**config.mk**
```make
export PLATFORM = sky130hd
export DESIGN_NAME = store_buffer_flat
export DESIGN_NICKNAME = d
export VERILOG_FILES = /design/src/rtl/store_buffer_if.sv /design/src/rtl/store_buffer.sv /design/src/flat_wrapper.sv
export SDC_FILE = /design/constraint.sdc
export NUM_CORES = 2
export LEC_CHECK = 0
export CORE_AREA = 2 2 325 327
export DETAILED_ROUTE_END_ITERATION = 8
export DIE_AREA = 0 0 327 329
export PLACE_DENSITY = 0.88
export RECOVER_POWER = 100
export SLEW_MARGIN = 20
export SYNTH_ARGS = -nofsm -noshare
export SYNTH_HDL_FRONTEND = slang
export SYNTH_SLANG_ARGS = --single-unit
export TNS_END_PERCENT = 100
```
**constraint.sdc**
```tcl
create_clock -name clk -period 16.7 [get_ports clk]
set_input_delay 1.67 -clock clk [delete_from_list [all_inputs] [get_ports clk]]
set_output_delay 1.67 -clock clk [all_outputs]
set_load 0.01 [all_outputs]
```
**src/rtl/store_buffer_if.sv**
```systemverilog
// Bundle of the pipeline-side store/load signals and the data_mem port signals
// seen by the store buffer.
interface store_buffer_if #(
    parameter int AW = 64,
    parameter int DW = 64
);
    logic          st_valid;
    logic [AW-1:0] st_adr;
    logic [DW-1:0] st_data;
    logic          st_ready;
    logic          ld_req;
    logic [AW-1:0] ld_adr;
    logic [DW-1:0] ld_data;
    logic          ld_hit;
    logic          ld_conflict;
    logic          empty;
    logic [AW-1:0] mem_adr;
    logic [DW-1:0] mem_din;
    logic          mem_rd;
    logic          mem_wr;
    logic [DW-1:0] mem_dout;

    modport slave (
        input  st_valid, st_adr, st_data, ld_req, ld_adr, mem_dout,
        output st_ready, ld_data, ld_hit, ld_conflict, empty,
               mem_adr, mem_din, mem_rd, mem_wr
    );

    modport master (
        output st_valid, st_adr, st_data, ld_req, ld_adr, mem_dout,
        input  st_ready, ld_data, ld_hit, ld_conflict, empty,
               mem_adr, mem_din, mem_rd, mem_wr
    );
endinterface

```
**src/rtl/store_buffer.sv**
```systemverilog
// FIFO store buffer between MEM and data_mem: queues doubleword stores, drains
// them when the memory port is free, forwards to exact-address loads.
module store_buffer #(
    parameter int DEPTH = 4,
    parameter int AW    = 64,
    parameter int DW    = 64
) (
    input  logic           clk,
    input  logic           rst_n,
    store_buffer_if.slave  sb
);
    localparam int PW = $clog2(DEPTH);
    localparam logic [PW:0] FULL_CNT = (PW+1)'(DEPTH);
    localparam logic [AW:0] DW_BYTES = (AW+1)'(4'd8);

    typedef enum logic [1:0] {
        MODE_IDLE  = 2'd0,
        MODE_LOAD  = 2'd1,
        MODE_DRAIN = 2'd2
    } mode_e;

    logic [AW-1:0] adr_r  [DEPTH];
    logic [DW-1:0] data_r [DEPTH];
    logic [PW-1:0] head_r;
    logic [PW-1:0] tail_r;
    logic [PW:0]   count_r;

    logic          enq_s;
    logic          drain_s;
    logic          hit_s;
    logic          overlap_s;
    logic          conflict_s;
    logic [DW-1:0] fwd_data_s;
    mode_e         mode_s;

    // Scan valid entries oldest to youngest so the youngest exact match wins.
    always_comb begin
        logic [PW-1:0] idx_v;
        logic          valid_v;
        logic          exact_v;
        logic          ovl_v;
        logic [AW:0]   ea_v;
        logic [AW:0]   la_v;
        hit_s      = 1'b0;
        overlap_s  = 1'b0;
        fwd_data_s = '0;
        la_v       = {1'b0, sb.ld_adr};
        for (int k = 0; k < DEPTH; k++) begin
            idx_v      = head_r + PW'(k);
            valid_v    = ((PW+1)'(k) < count_r);
            ea_v       = {1'b0, adr_r[idx_v]};
            exact_v    = valid_v && (adr_r[idx_v] == sb.ld_adr);
            ovl_v      = valid_v && (ea_v < la_v + DW_BYTES) && (la_v < ea_v + DW_BYTES);
            overlap_s  = overlap_s | (ovl_v & ~exact_v);
            hit_s      = hit_s | exact_v;
            fwd_data_s = exact_v ? data_r[idx_v] : fwd_data_s;
        end
    end

    // Port arbitration: loads own the port unless they conflict with a buffered store.
    always_comb begin
        conflict_s = sb.ld_req & overlap_s;
        if (sb.ld_req && !conflict_s) begin
            mode_s = MODE_LOAD;
        end else if (count_r != '0) begin
            mode_s = MODE_DRAIN;
        end else begin
            mode_s = MODE_IDLE;
        end
        enq_s   = rst_n & sb.st_valid & (count_r != FULL_CNT);
        drain_s = rst_n & (mode_s == MODE_DRAIN);
    end

    // Output drive; everything is forced to its idle value while reset is asserted.
    always_comb begin
        sb.st_ready    = 1'b1;
        sb.empty       = 1'b1;
        sb.ld_data     = '0;
        sb.ld_hit      = 1'b0;
        sb.ld_conflict = 1'b0;
        sb.mem_adr     = '0;
        sb.mem_din     = '0;
        sb.mem_rd      = 1'b0;
        sb.mem_wr      = 1'b0;
        if (rst_n) begin
            sb.st_ready    = (count_r != FULL_CNT);
            sb.empty       = (count_r == '0);
            sb.ld_conflict = conflict_s;
            case (mode_s)
                MODE_LOAD: begin
                    // A forwarded load does not need the memory read.
                    sb.mem_rd  = ~hit_s;
                    sb.mem_adr = sb.ld_adr;
                    sb.mem_din = (count_r != '0) ? data_r[head_r] : '0;
                    sb.ld_hit  = hit_s;
                    sb.ld_data = hit_s ? fwd_data_s : sb.mem_dout;
                end
                MODE_DRAIN: begin
                    sb.mem_wr  = 1'b1;
                    sb.mem_adr = adr_r[head_r];
                    sb.mem_din = data_r[head_r];
                end
                default: begin
                    sb.mem_adr = '0;
                end
            endcase
        end else begin
            sb.st_ready = 1'b1;
        end
    end

    // Queue state: enqueue at tail, drain at head, occupancy count.
    always_ff @(posedge clk or negedge rst_n) begin
        if (!rst_n) begin
            head_r  <= '0;
            tail_r  <= '0;
            count_r <= '0;
            for (int i = 0; i < DEPTH; i++) begin
                adr_r[i]  <= '0;
                data_r[i] <= '0;
            end
        end else begin
            if (enq_s) begin
                adr_r[tail_r]  <= sb.st_adr;
                data_r[tail_r] <= sb.st_data;
                tail_r         <= tail_r + PW'(1);
            end
            if (drain_s) begin
                head_r <= head_r + PW'(1);
            end
            case ({enq_s, drain_s})
                2'b10:   count_r <= count_r + (PW+1)'(1);
                2'b01:   count_r <= count_r - (PW+1)'(1);
                default: count_r <= count_r;
            endcase
        end
    end
endmodule

```
**src/flat_wrapper.sv**
```systemverilog
// flat-port wrapper written by rule: the top's interface ports become plain ports
module store_buffer_flat 
#(
    parameter int DEPTH = 4,
    parameter int AW    = 64,
    parameter int DW    = 64
)
  (clk, rst_n, sb_st_valid, sb_st_adr, sb_st_data, sb_ld_req, sb_ld_adr, sb_mem_dout, sb_st_ready, sb_ld_data, sb_ld_hit, sb_ld_conflict, sb_empty, sb_mem_adr, sb_mem_din, sb_mem_rd, sb_mem_wr);
  store_buffer_if #(.AW(AW), .DW(DW)) sb_i ();
  input  logic clk;
  input  logic rst_n;
  input wire logic [$bits(sb_i.st_valid)-1:0] sb_st_valid;
  input wire logic [$bits(sb_i.st_adr)-1:0] sb_st_adr;
  input wire logic [$bits(sb_i.st_data)-1:0] sb_st_data;
  input wire logic [$bits(sb_i.ld_req)-1:0] sb_ld_req;
  input wire logic [$bits(sb_i.ld_adr)-1:0] sb_ld_adr;
  input wire logic [$bits(sb_i.mem_dout)-1:0] sb_mem_dout;
  output wire logic [$bits(sb_i.st_ready)-1:0] sb_st_ready;
  output wire logic [$bits(sb_i.ld_data)-1:0] sb_ld_data;
  output wire logic [$bits(sb_i.ld_hit)-1:0] sb_ld_hit;
  output wire logic [$bits(sb_i.ld_conflict)-1:0] sb_ld_conflict;
  output wire logic [$bits(sb_i.empty)-1:0] sb_empty;
  output wire logic [$bits(sb_i.mem_adr)-1:0] sb_mem_adr;
  output wire logic [$bits(sb_i.mem_din)-1:0] sb_mem_din;
  output wire logic [$bits(sb_i.mem_rd)-1:0] sb_mem_rd;
  output wire logic [$bits(sb_i.mem_wr)-1:0] sb_mem_wr;
  assign sb_i.st_valid = sb_st_valid;
  assign sb_i.st_adr = sb_st_adr;
  assign sb_i.st_data = sb_st_data;
  assign sb_i.ld_req = sb_ld_req;
  assign sb_i.ld_adr = sb_ld_adr;
  assign sb_i.mem_dout = sb_mem_dout;
  assign sb_st_ready = sb_i.st_ready;
  assign sb_ld_data = sb_i.ld_data;
  assign sb_ld_hit = sb_i.ld_hit;
  assign sb_ld_conflict = sb_i.ld_conflict;
  assign sb_empty = sb_i.empty;
  assign sb_mem_adr = sb_i.mem_adr;
  assign sb_mem_din = sb_i.mem_din;
  assign sb_mem_rd = sb_i.mem_rd;
  assign sb_mem_wr = sb_i.mem_wr;
  store_buffer #(.DEPTH(DEPTH), .AW(AW), .DW(DW)) u_core (.clk(clk), .rst_n(rst_n), .sb(sb_i));
endmodule
```
==> metrics.txt <==
failing checks=max-capacitance violations, max-slew violations; Sink Count=519; fmax=71.9 MHz; min-delay src=u_core.adr_r[40]; Post-synth EDFFs=0; cell taking the most area after synthesis=dfrtp_1; status=finished, violations left; Post-synth ARST share=100%; global-route wire length before repair=340000 µm; reg2reg end=u_core.count_r[2]; #FFs+latches synth=519; Detail Route Antenna Nets=0; GPL Wtd Cong=1.10; pin count of the biggest net entering global routing=134; Startpoint Class=flop; worst-path maximum fanout=between 60 and 70; clk buf depth=3; Post-CTS Setup Bufs=0; Pins Over Slew Limit=1024; number of top-level pins=458; Final min period=13.90 ns; DIE WIDTH=327 µm; WS Path Type=flop to output pin; proportion of layout cells with a drive suffix above 1=18.8%; DR pass1 iterations=6; Post-Synthesis Cells=5763; initial DRC count=7801; Post-Syn Area=0.0569 mm²; # rows=119; Max H-tree Level=2; Layout fillers=roughly 8300; Die ar.=between 0.1 and 0.15 mm²; nets=between 6000 and 7000; clock-pin slew on the worst setup and hold paths=0.06 ns; Synth top cells by count=mux2_2 (547), ha_1 (522), dfrtp_1 (519), xnor2_1 (420), nand2_1 (419); top cell type's share of synthesized area=22.8%; vias in the first global route=51300; Avg Cell Area, Syn=9.87 µm²; CTS buffer count=61; Crit path required time=15.03 ns; core area=0.104 mm²; Seq/Total Area, Yosys=approximately 23%; Yosys cell types=85; die height=329 µm; dominant cells by area after synthesis=dfrtp_1 (23%), mux4_2 (12%), ha_1 (11%), mux2_2 (11%), xnor2_1 (6.5%); Reg-to-Reg Start=u_core.head_r[0]; start point of the critical path=u_core.head_r[0]; setup_tns=0 ns; Final WS setup=about 2.8 ns; CTS tree=yes; PwrDens=252 mW/mm²; most common cell in the synthesized netlist=mux2_2; syn nets=6545; cells on worst reg2reg path=27; Hold Path Class=flop to flop; reg-to-reg slack, setup=6.40 ns; hold depth=1; Worst-Skew Late Latency=~0.74 ns; crit end category=output pin; Layout Skew=0.0431 ns; RSZ-0062 raised after global routing=false; maxcap violations=22; via count=53700; hpwl dp=171000 µm; final worst-path cycle share=83.2%; Hold Path Sink=u_core.adr_r[40]; Area growth syn-to-layout=13.1%; Worst EP arrival=around 12 ns; pre-CTS setup slack=roughly 4.8 ns; global-route usage over all layers=42.1%; Clk Tree Root Cell=clkbuf_16; drt drc=0; detailed-route wire length per cell=31.2 µm; Via density=7.19; antenna violations before repair=23; actual slew at the worst max-slew pin=4.94 ns; Slew HR=-229%; Initial Utilization=54.5%; Synth Warn #=0; VDD IR max=0.000138 V; post_cts resized=0; IO Port Bufs=about 460; P_leak=0.0264 µW; Synth Flop Type=dfrtp_1; Final setup viols=0; GR Overflow Total=0; Total Wirelength=233000 µm; # hold bufs at CTS=0; final hold viol count=0
## critical path: stages, from the launching register on
cell and delay (ns):
dfrtp_4 1.04, buf_4 0.90, mux4_2 0.57, nand4_1 0.36, nor4_1 0.63, nor2b_1 0.33, nand2b_1 0.18, or4_1 0.67
nor2_1 0.40, nand2_1 0.23, nor2_1 0.31, nand2_1 0.11, xor2_1 0.15, ha_1 0.30, nand3_1 0.12, nor4_1 0.53
o31a_1 0.25, a211oi_1 0.08, o31a_1 0.20, o2111ai_1 0.31, nor2_1 0.09, nor4_1 0.60, nand3_1 1.26, buf_4 0.83
a311oi_1 0.32, dlygate4sd3_1 0.66
## cells in the final DEF, fill, tap and decap left out, types with 211 or more instances in the layout
cell type          n
o21ai_0          231
nand2_1          419
ha_1             522
xnor2_1          420
mux4_2           297
dfrtp_1          517
mux2_2           547
nand4_1          211
clkdlybuf4s50_1  300
mux2i_1          238
a21oi_1          255
## power breakdown
part	switching, µW	leakage [µW]	total, µW	internal [µW]
clock	635	0.00110	1540	900
combinational	6990	0.0190	12000	4970
sequential	835	0.00627	2730	1890
## cell type report
| type | instances | area [µm²] | share of cell area [%] |
|---|---|---|---|
| diodes | 15 | 37.5 | 0.0583 |
| clock buffers | 80 | 1720 | 2.67 |
| clock inverters | 34 | 557 | 0.865 |
| inverters | 101 | 384 | 0.597 |
| multi-input cells | 4734 | 41300 | 64.2 |
| flip-flops and latches | 519 | 13000 | 20.2 |
| well taps | 1391 | 1740 | 2.71 |
| repair buffers | 599 | 5590 | 8.70 |
## registers in the layout (all words and copies together), names as in the netlist
register        count
u_core.data_r     256
u_core.count_r      3
u_core.adr_r      256
u_core.head_r       2
u_core.tail_r       2
## worst max-delay path by stage
stage | end | cells past startpoint
after floorplan | sb_ld_data[62] | 28
after global placement | sb_ld_data[62] | 24
after detailed placement | sb_ld_data[62] | 24
after CTS | sb_ld_data[62] | 25
after global routing | u_core.adr_r[164] | 5
final | sb_ld_data[62] | 25
## cell families (layout without fill, tap and decap cells)
logic type	Yosys count	after routing	share of synthesized area, %
other	0	15	0
adders and majority gates	522	522	11.5
and+or+nand+nor	1500	1500	13.4
buffers and inverters	510	814	4.29
AOI/OAI and AO/OA	1065	1065	12.5
DFF	519	519	22.8
muxes	1092	1092	27.0
xor gates and xnor gates	555	555	8.55
## stage by stage
step	utilization (%)	total power (µW)	cells	area [µm²]	hold slack [ns]
after floorplan	-	10400	5763	56900	0.489
after global placement	59.7	13900	7344	62300	0.501
after detailed placement	59.7	14300	7344	62300	0.517
after CTS	61.9	15900	7458	64600	0.527
after global routing	61.6	17000	7466	64300	0.537
final	61.6	16200	7473	64300	0.527
## metal layers
metal	track usage (%)	up-vias	part of all wire, %	routed length, µm
li1	-	22400	-	-
met1	53.6	26400	37	85900
met2	64.7	3984	44	102000
met3	12.3	931	12	29000
met4	22.7	20	6.9	16100
met5	0.174	-	0.051	119
No activity file was read; power rests on OpenSTA's default activity.
